`src/rtl/uart_pkg.sv`:
```
// Shared types for the UART receiver: FSM state encoding and the default oversample ratio.
// The PARITY state only exists when UART_RX_PARITY_EN is defined.
package uart_pkg;

  localparam int OSR_DEFAULT = 16;

`ifdef UART_RX_PARITY_EN
  typedef enum logic [2:0] {
    IDLE,
    START,
    DATA,
    PARITY,
    STOP,
    BREAK
  } rx_state_t;
`else
  typedef enum logic [2:0] {
    IDLE,
    START,
    DATA,
    STOP,
    BREAK
  } rx_state_t;
`endif

endpackage

```
`src/rtl/sync_2ff.sv`:
```
// Two-flop synchroniser for one asynchronous input; 2 clk_i latency, no backpressure.
// RESET_VAL is the value both flops take during reset (idle level of the source).
module sync_2ff #(
  parameter logic RESET_VAL = 1'b1
) (
  input  logic clk_i,
  input  logic reset_ni,
  input  logic d_i,
  output logic q_o
);

  logic meta_d, meta_q;
  logic sync_d, sync_q;

  always_comb begin
    meta_d = d_i;
    sync_d = meta_q;
  end

  always_ff @(posedge clk_i or negedge reset_ni) begin
    if (!reset_ni) begin
      meta_q <= RESET_VAL;
      sync_q <= RESET_VAL;
    end else begin
      meta_q <= meta_d;
      sync_q <= sync_d;
    end
  end

  assign q_o = sync_q;

endmodule

```
`src/rtl/uart_rx.sv`:
```
// Oversampling UART receiver (8N1, or 8E1 with UART_RX_PARITY_EN); byte delivered at the stop-bit midpoint.
// Single-entry output register with valid/ready; a byte arriving while the register is full is dropped (overrun_o).
module uart_rx
  import uart_pkg::*;
#(
  parameter int OSR    = OSR_DEFAULT,
  parameter int DATA_W = 8
) (
  input  logic              clk_i,
  input  logic              reset_ni,
  input  logic              en_i,
  input  logic              osr_tick_i,
  input  logic              rx_i,
  input  logic              rx_ready_i,
  output logic [DATA_W-1:0] data_o,
  output logic              rx_valid_o,
  output logic              frame_err_o,
  output logic              overrun_o,
`ifdef UART_RX_PARITY_EN
  output logic              parity_err_o,
`endif
  output logic              busy_o
);

  localparam int TICK_W = $clog2(OSR);
  localparam int BIT_W  = $clog2(DATA_W + 1);

  localparam logic [TICK_W-1:0] MID_TICK  = TICK_W'(OSR / 2 - 1);
  localparam logic [TICK_W-1:0] LAST_TICK = TICK_W'(OSR - 1);
  localparam logic [BIT_W-1:0]  LAST_BIT  = BIT_W'(DATA_W - 1);

  logic rx_s;

  rx_state_t          state_d, state_q;
  logic [TICK_W-1:0]  tick_cnt_d, tick_cnt_q;
  logic [BIT_W-1:0]   bit_cnt_d, bit_cnt_q;
  logic [DATA_W-1:0]  shift_d, shift_q;
  logic [DATA_W-1:0]  data_d, data_q;
  logic               valid_d, valid_q;
  logic               frame_err_d, frame_err_q;
  logic               overrun_d, overrun_q;
  logic               deliver;
`ifdef UART_RX_PARITY_EN
  logic               parity_err_d, parity_err_q;
  logic               par_bad_d, par_bad_q;
`endif

  sync_2ff #(
    .RESET_VAL (1'b1)
  ) u_sync (
    .clk_i    (clk_i),
    .reset_ni (reset_ni),
    .d_i      (rx_i),
    .q_o      (rx_s)
  );

  always_comb begin
    state_d     = state_q;
    tick_cnt_d  = tick_cnt_q;
    bit_cnt_d   = bit_cnt_q;
    shift_d     = shift_q;
    data_d      = data_q;
    valid_d     = valid_q;
    frame_err_d = 1'b0;
    overrun_d   = 1'b0;
    deliver     = 1'b0;
`ifdef UART_RX_PARITY_EN
    parity_err_d = 1'b0;
    par_bad_d    = par_bad_q;
`endif

    if (valid_q && rx_ready_i) begin
      valid_d = 1'b0;
    end

    if (!en_i) begin
      state_d    = IDLE;
      tick_cnt_d = '0;
      bit_cnt_d  = '0;
    end else if (osr_tick_i) begin
      case (state_q)
        IDLE: begin
          if (!rx_s) begin
            state_d    = START;
            tick_cnt_d = '0;
          end
        end
        START: begin
          // Re-check the line at the start-bit midpoint to reject glitches.
          if (tick_cnt_q == MID_TICK) begin
            tick_cnt_d = '0;
            bit_cnt_d  = '0;
            state_d    = rx_s ? IDLE : DATA;
`ifdef UART_RX_PARITY_EN
            par_bad_d  = 1'b0;
`endif
          end else begin
            tick_cnt_d = tick_cnt_q + 1'b1;
          end
        end
        DATA: begin
          if (tick_cnt_q == LAST_TICK) begin
            tick_cnt_d = '0;
            // Shifting in at the MSB lands the first (LSB) bit at position 0 after DATA_W samples.
            shift_d    = {rx_s, shift_q[DATA_W-1:1]};
            bit_cnt_d  = bit_cnt_q + 1'b1;
            if (bit_cnt_q == LAST_BIT) begin
`ifdef UART_RX_PARITY_EN
              state_d = PARITY;
`else
              state_d = STOP;
`endif
            end
          end else begin
            tick_cnt_d = tick_cnt_q + 1'b1;
          end
        end
`ifdef UART_RX_PARITY_EN
        PARITY: begin
          if (tick_cnt_q == LAST_TICK) begin
            tick_cnt_d   = '0;
            parity_err_d = (^shift_q) ^ rx_s;
            par_bad_d    = (^shift_q) ^ rx_s;
            state_d      = STOP;
          end else begin
            tick_cnt_d = tick_cnt_q + 1'b1;
          end
        end
`endif
        STOP: begin
          if (tick_cnt_q == LAST_TICK) begin
            tick_cnt_d = '0;
            if (rx_s) begin
              state_d = IDLE;
`ifdef UART_RX_PARITY_EN
              deliver = !par_bad_q;
`else
              deliver = 1'b1;
`endif
            end else begin
              frame_err_d = 1'b1;
              state_d     = BREAK;
            end
          end else begin
            tick_cnt_d = tick_cnt_q + 1'b1;
          end
        end
        BREAK: begin
          if (rx_s) begin
            state_d = IDLE;
          end
        end
        default: begin
          state_d    = IDLE;
          tick_cnt_d = '0;
          bit_cnt_d  = '0;
        end
      endcase
    end

    // A read in the same cycle frees the register, so the new byte can replace it.
    if (deliver) begin
      if (!valid_q || rx_ready_i) begin
        data_d  = shift_d;
        valid_d = 1'b1;
      end else begin
        overrun_d = 1'b1;
      end
    end
  end

  always_ff @(posedge clk_i or negedge reset_ni) begin
    if (!reset_ni) begin
      state_q     <= IDLE;
      tick_cnt_q  <= '0;
      bit_cnt_q   <= '0;
      shift_q     <= '0;
      data_q      <= '0;
      valid_q     <= 1'b0;
      frame_err_q <= 1'b0;
      overrun_q   <= 1'b0;
`ifdef UART_RX_PARITY_EN
      parity_err_q <= 1'b0;
      par_bad_q    <= 1'b0;
`endif
    end else begin
      state_q     <= state_d;
      tick_cnt_q  <= tick_cnt_d;
      bit_cnt_q   <= bit_cnt_d;
      shift_q     <= shift_d;
      data_q      <= data_d;
      valid_q     <= valid_d;
      frame_err_q <= frame_err_d;
      overrun_q   <= overrun_d;
`ifdef UART_RX_PARITY_EN
      parity_err_q <= parity_err_d;
      par_bad_q    <= par_bad_d;
`endif
    end
  end

  assign data_o      = data_q;
  assign rx_valid_o  = valid_q;
  assign frame_err_o = frame_err_q;
  assign overrun_o   = overrun_q;
  assign busy_o      = (state_q != IDLE);
`ifdef UART_RX_PARITY_EN
  assign parity_err_o = parity_err_q;
`endif

endmodule

```
`config.mk`:
```
export PLATFORM = sky130hd
export DESIGN_NAME = uart_rx
export DESIGN_NICKNAME = d
export VERILOG_FILES = /design/src/rtl/uart_pkg.sv /design/src/rtl/sync_2ff.sv /design/src/rtl/uart_rx.sv
export SDC_FILE = /design/constraint.sdc
export NUM_CORES = 1
export LEC_CHECK = 0
export CAP_MARGIN = 20
export CORE_AREA = 2 2 56 58
export CTS_BUF_LIST = sky130_fd_sc_hd__clkbuf_8 sky130_fd_sc_hd__clkbuf_16
export CTS_CLUSTER_DIAMETER = 150
export CTS_CLUSTER_SIZE = 28
export DETAILED_ROUTE_END_ITERATION = 8
export DIE_AREA = 0 0 58 60
export DONT_BUFFER_PORTS = 1
export PLACE_DENSITY = 0.71
export SLEW_MARGIN = 15
export SYNTH_ARGS = -nofsm -noshare
export SYNTH_HDL_FRONTEND = slang
export SYNTH_SLANG_ARGS = --single-unit
```
`constraint.sdc`:
```
create_clock -name clk_i -period 1.8 [get_ports clk_i]
set_input_delay 0.18 -clock clk_i [delete_from_list [all_inputs] [get_ports clk_i]]
set_output_delay 0.18 -clock clk_i [all_outputs]
set_load 0.005 [all_outputs]
```
==> impl_metrics.tcl, run 1 <==
set metrics [dict create \
    drt-initial-drc-count 39 \
    min_period_ns 1.78 \
    syn_area_per_cell_sq_um 11.7 \
    total_power_uw 1520 \
    syn2layout_area_growth_pct 24.3 \
    syn-cell-area_sq_um 1520 \
    ys_types 45 \
    cts_max_level 2 \
    synth_nets 138 \
    grt_pass1_vias 1090 \
    insertion_delay_ns 0.28 \
    finish.net_count 159 \
    period_share 0.987 \
    wirelength_microns 3070 \
    status "completed" \
    synthArstFlopShare 1.00 \
    worst_slew_pin_slew_ns 0.354 \
    p_comb_frac 0.078 \
    hpwlAfterDp_microns 2060 \
    relSlewSlack 0.764 \
    hp-start "en_i" \
    rr_worst_depth 7 \
    worstPathRequired_ns 1.97 \
    fmax_ghz 0.563 \
    seqPwrFrac 0.487 \
    io_pins 18 \
    layout_commonest_cell "dfrtp_1" \
    coreArea_sq_um 2900 \
    drc 0 \
    antenna_left 0 \
    gr-total-overflow 0 \
    drv_slew 0 \
    rsz0062_at_grt "yes" \
    die_area_sq_um 3480 \
    p_sw_frac 0.218 \
    cts.sinks 32 \
    p_sw_uw 333 \
    numCtsBuffers 5 \
    firstDrtPassIters 4 \
    cp-end-kind "flop" \
    grt_pass1_wl_microns 5010 \
    cts_root_buf "clkbuf_8" \
    dieHeight_microns 60 \
    path_max_fanout 8 \
    p_int_uw 1190 \
    chipWidth_microns 58 \
    synth_ff_type "dfrtp_1" \
    min_to "tick_cnt_q[1]" \
    yosysSeqAreaShare 0.529 \
    p_clk_frac 0.436 \
    final.setup.tns_ns 0 \
    initial_core_util 0.523 \
    antenna_found_initial 0 \
    max-vdd-ir-drop_mv 0.626 \
    setup_viol 0 \
    grt_use_total 0.195 \
    num_antenna_cells 0 \
    worst_slack_ns 0.0230 \
    grt_start_max_net_pins 33 \
    drt-wirelength-per-cell_microns 16.6 \
    place_ws_ns -0.0596 \
    path_class "flop to flop" \
    gp_congestion 0.786 \
    vias 1068 \
    synthCells 130 \
    hold_depth 2 \
    timing.reg2reg.setup_slack_ns 0.02 \
    portBuffers 0 \
    rows 20 \
    hold_path_class "primary input to flop" \
    timing.rr.end "data_o[1]" \
    drv_cap 0 \
    hold_viol 0 \
    utilization 0.650 \
    mostFrequentLayoutCells "dfrtp_1 (30), buf_4 (15), mux2_4 (10), nand2_1 (9)" \
    powerDensity_nw_per_um2 807 \
    ys_ff_latch 32 \
    cp-start-kind "flop" \
    vias_per_cell 5.77 \
    yosysWarningCount 0 \
    r2r-start "tick_cnt_q[0]" \
    max-clock-path-buffers 2 \
    cp.arrival_ns 1.94 \
    skew_ns 0.00500 \
    cts.clk_slew.worst_paths_ns 0.07 \
    cts_tree "built" \
    drive_above_1_share 0.382 \
    synth-edff-count 0 \
    p_leak_uw 0.000899 \
]
==> sequential cells by signal, summed over array words and instances (netlist names) <==
name and flops:
u_sync.q_o 1, tick_cnt_q 4, data_o 8, u_sync.meta_q 1, bit_cnt_q 4, rx_valid_o 1
overrun_o 1, shift_q 8, frame_err_o 1, state_q 3
==> power by group through the flow <==
stage / registers (uW) / logic [uW] / clock network (uW)
floorplan: 750 / 58.8 / 0
global route: 743 / 132 / 708
CTS: 741 / 110 / 677
detailed placement: 752 / 80.2 / 0
finish: 742 / 118 / 664
global placement: 752 / 77.5 / 0
==> worst max path at each step <==
stage / from / endpoint / cells past startpoint
after floorplan: tick_cnt_q[0] / data_o[0] / 6
after global placement: tick_cnt_q[0] / data_o[7] / 6
after detailed placement: tick_cnt_q[0] / data_o[5] / 6
after CTS: tick_cnt_q[1] / data_o[1] / 7
after global routing: tick_cnt_q[0] / data_o[1] / 7
final: tick_cnt_q[0] / data_o[1] / 7
==> cell usage after synthesis, drive strengths merged, types with 2 or more instances <==
master  number  share of area
inv          5          0.012
nand3b       2         0.0099
a21oi        3          0.012
o21ai        6          0.022
dfrtp       30           0.49
dfstp        2          0.035
mux2        17           0.13
nor2        10          0.031
buf          4          0.021
nor3b        2          0.017
ha           2          0.016
nand2b       2         0.0082
nand2       12          0.033
mux2i        2          0.013
and3         2         0.0082
nand3        9          0.033
nand4        2         0.0082
==> critical path: stages, from the launching register on <==
cell     delay (ns)
dfrtp_1        0.40
ha_4           0.17
and3_4         0.21
nand2_4        0.06
nor2_4         0.10
buf_12         0.14
mux2_4         0.30
mux2_4         0.27
==> cell type report <==
type,count,area (sq um)
Inverter,5,18.8
Timing Repair Buffer,19,173
Clock buffer,5,68.8
Sequential cell,32,803
Tap cell,33,41.3
Fill cell,233,1010
Multi-Input combinational cell,88,744
Clock inverter,3,38.8
==> routing by layer <==
layer / GRT usage / vias up / part of all wire
met5: 0 / - / 0
met4: 0.0698 / 0 / 0.020
met3: 0.0628 / 8 / 0.033
met2: 0.330 / 14 / 0.52
met1: 0.235 / 539 / 0.43
li1: - / 507 / -
==> metrics by stage <==
stage	hold slack [ns]	cell area (sq um)	instances
2_1_floorplan	-0.116	1520	130
3_3_place_gp	-0.115	1600	168
4_1_cts	0.0262	1840	182
5_1_grt	0.0370	1890	185
6_report	0.0268	1890	185
3_5_place_dp	-0.115	1600	168
==> cell families (layout without fill, tap and decap cells) <==
group                    after synthesis  after routing  synth area share
AO/OA/AOI/OAI                         19             19            0.0964
adder cells (fa/ha/maj)                2              2            0.0165
buffers and inverters                 10             32            0.0354
flip-flops                            32             32             0.529
multiplexers                          19             19             0.142
AND/OR/NAND/NOR                       48             48             0.181
==> timing repair <==
| action | in CTS | in global routing |
|---|---|---|
| endpoints found under the hold margin | 33 | 0 |
| gates resized for setup | 13 | 5 |
| buffers inserted | 3 | 3 |
| hold buffers | 3 | 0 |
| pin swaps | 2 | 4 |
| setup endpoints to repair | 12 | 13 |
Note: power is estimated with default switching activity, not from simulation.
==> run 2: changes to the inputs <==
Settings changed: ABC_AREA set to 1, CAP_MARGIN 20 to not set, CORE_AREA 2 2 56 58 to 2 2 58 60, DIE_AREA 0 0 58 60 to 0 0 60 62.
==> run 2 against run 1 <==
Global-route usage is 1.8 points lower. Non-clock buffer count is 16 lower. Count of clock-buffer cells in the layout stayed put. Critical endpoint is now data_o[5]. Largest cell class unchanged. Largest power group unchanged.
==> impl_metrics.tcl, run 2 <==
set metrics [dict create \
    status "completed" \
    vias 1246 \
    dieHeight_microns 62 \
    cp-start-kind "flop" \
    antenna_left 0 \
    numCtsBuffers 5 \
    rows 21 \
    drc 0 \
    hold_viol 0 \
    cts_root_buf "clkbuf_8" \
    timing.reg2reg.setup_slack_ns 0.24 \
    num_antenna_cells 0 \
    final.setup.tns_ns 0 \
    synthArstFlopShare 1.00 \
    setup_viol 0 \
    powerDensity_nw_per_um2 974 \
    place_area_sq_um 1660 \
    drt-initial-drc-count 49 \
    initial_core_util 0.514 \
    ys_ff_latch 32 \
    skew_ns 0.00355 \
    synth_nets 209 \
    max-vdd-ir-drop_mv 0.500 \
    syn_area_per_cell_sq_um 8.14 \
    cts_tree "built" \
    die_area_sq_um 3720 \
    max-clock-path-buffers 2 \
    syn-cell-area_sq_um 1640 \
    wirelength_microns 3030 \
    cts_resized 0 \
    netlist_top_cells_count "nand2_1 (75), dfrtp_1 (30), inv_1 (19), nand3_1 (19), nor2_1 (19)" \
    ys_types 28 \
    fmax_ghz 0.642 \
    gp_congestion 0.896 \
    vias_per_cell 4.89 \
    mostFrequentLayoutCells "nand2_1 (75), dfrtp_1 (30), inv_1 (19), nand3_1 (19), nor2_1 (19)" \
    firstDrtPassIters 4 \
    cp-end-kind "flop" \
    grt_pass1_vias 1149 \
    grt_use_total 0.177 \
    yosysWarningCount 0 \
    antenna_found_initial 0 \
    worstPathRequired_ns 1.97 \
    synth.largest_area_cell "dfrtp_1" \
    chipWidth_microns 60 \
    finish.net_count 216 \
    drv_cap 0 \
    netlist.area_leader.share 0.459 \
    synthCells 201 \
    worst_slew_pin_slew_ns 0.429 \
    yosysSeqAreaShare 0.491 \
    io_pins 18 \
    synthTopCellsByArea "dfrtp_1 (46%), nand2_1 (17%), nand3_1 (5.8%)" \
    insertion_delay_ns 0.28 \
    grt_start_max_net_pins 33 \
    drive_above_1_share 0.110 \
    cts.clk_slew.worst_paths_ns 0.07 \
    synth.most_common_cell "nand2_1" \
    cts_max_level 2 \
    coreArea_sq_um 3180 \
    gr-total-overflow 0 \
    relSlewSlack 0.713 \
    p_leak_uw 0.000996 \
    portBuffers 0 \
    postLayoutCellArea_sq_um 1790 \
    drv_slew 0 \
    synth_ff_type "dfrtp_1" \
    hold_path_class "primary input to flop" \
    grt_pass1_wl_microns 4890 \
    rsz0062_at_grt "no" \
    layout_commonest_cell "nand2_1" \
    hold-worst-slack_ns 0.0587 \
    cts.sinks 32 \
    hpwlAfterDp_microns 2260 \
    cp.arrival_ns 1.73 \
    drt-wirelength-per-cell_microns 11.9 \
    min_period_ns 1.56 \
    syn2layout_area_growth_pct 9.26 \
    path_max_fanout 11 \
    period_share 0.865 \
    synth-edff-count 0 \
    path_class "flop to flop" \
]
==> run 2: changes by cell type after synthesis, moves of 11 or more <==
| cell | previous run | this run |
|---|---|---|
| inv_1 | 5 | 19 |
| mux2_2 | 16 | 0 |
| nand2_1 | 10 | 75 |
| nand3_1 | 8 | 19 |
| nor2_1 | 8 | 19 |
==> run 2: path summary, 6_finish.rpt <==
path / startpoint / to / cells after the start
worst max-delay path: tick_cnt_q[0] / data_o[5] / 8
worst min register to register: u_sync.meta_q / u_sync.q_o / 0
max in group asynchronous: reset_ni / u_sync.meta_q / 2
worst max register to register: tick_cnt_q[0] / data_o[5] / 8
min in group asynchronous: reset_ni / state_q[1] / 2
worst min-delay path: en_i / tick_cnt_q[2] / 2
==> run 2: per-layer routing <==
metal,wire [microns],global-route usage,up-vias
li1,-,-,638
met1,1380,0.221,576
met2,1450,0.283,28
met3,167,0.0600,4
met4,32,0.0730,0
met5,0,0,-
==> run 2: metrics by stage <==
stage               total power (uW)  std cells  setup WS [ns]   util
finish                          1740        255          0.243  0.562
global route                    1860        255         0.0855  0.562
CTS                             1760        255          0.222  0.562
detailed placement              1200        244          0.247  0.522
global placement                1190        244          0.308  0.522
floorplan                       1150        201          0.377      -
==> run 2: layout make-up <==
class | instances | area [sq um]
Fill cell | 297 | 1390
Sequential cell | 32 | 803
Multi-Input combinational cell | 145 | 717
Inverter | 21 | 81.3
Clock buffer | 5 | 68.8
Tap cell | 46 | 57.6
Timing Repair Buffer | 3 | 40.0
Clock inverter | 3 | 18.8
==> run 2: worst max-delay path, stage by stage, from the launching register on <==
cell	delay (ns)
dfrtp_1	0.39
ha_1	0.26
nand3_4	0.13
nor2_8	0.18
nand2_2	0.17
nand2_1	0.10
nand2_1	0.08
nand2_1	0.08
nand2_1	0.06
==> run 2: power breakdown <==
group,total [uW],switching [uW],internal (uW)
registers,832,68.4,764
clock network,527,258,269
logic,381,254,127
total,1740,581,1160
==> run 2: what timing repair did <==
item | CTS | global route
buffers inserted | 0 | 0
hold buffers | 3 | 0
hold endpoints to repair | 33 | 0
==> run 2: cells by family (layout without fill, tap and decap cells) <==
group / count (synthesis) / in the layout / share of synthesized area
flip-flops: 32 / 32 / 0.491
adder cells (fa/ha/maj): 2 / 2 / 0.0153
XOR/XNOR: 3 / 3 / 0.0161
AO/OA/AOI/OAI: 14 / 14 / 0.0474
AND/OR/NAND/NOR: 126 / 126 / 0.360
buffers and inverters: 24 / 32 / 0.0704
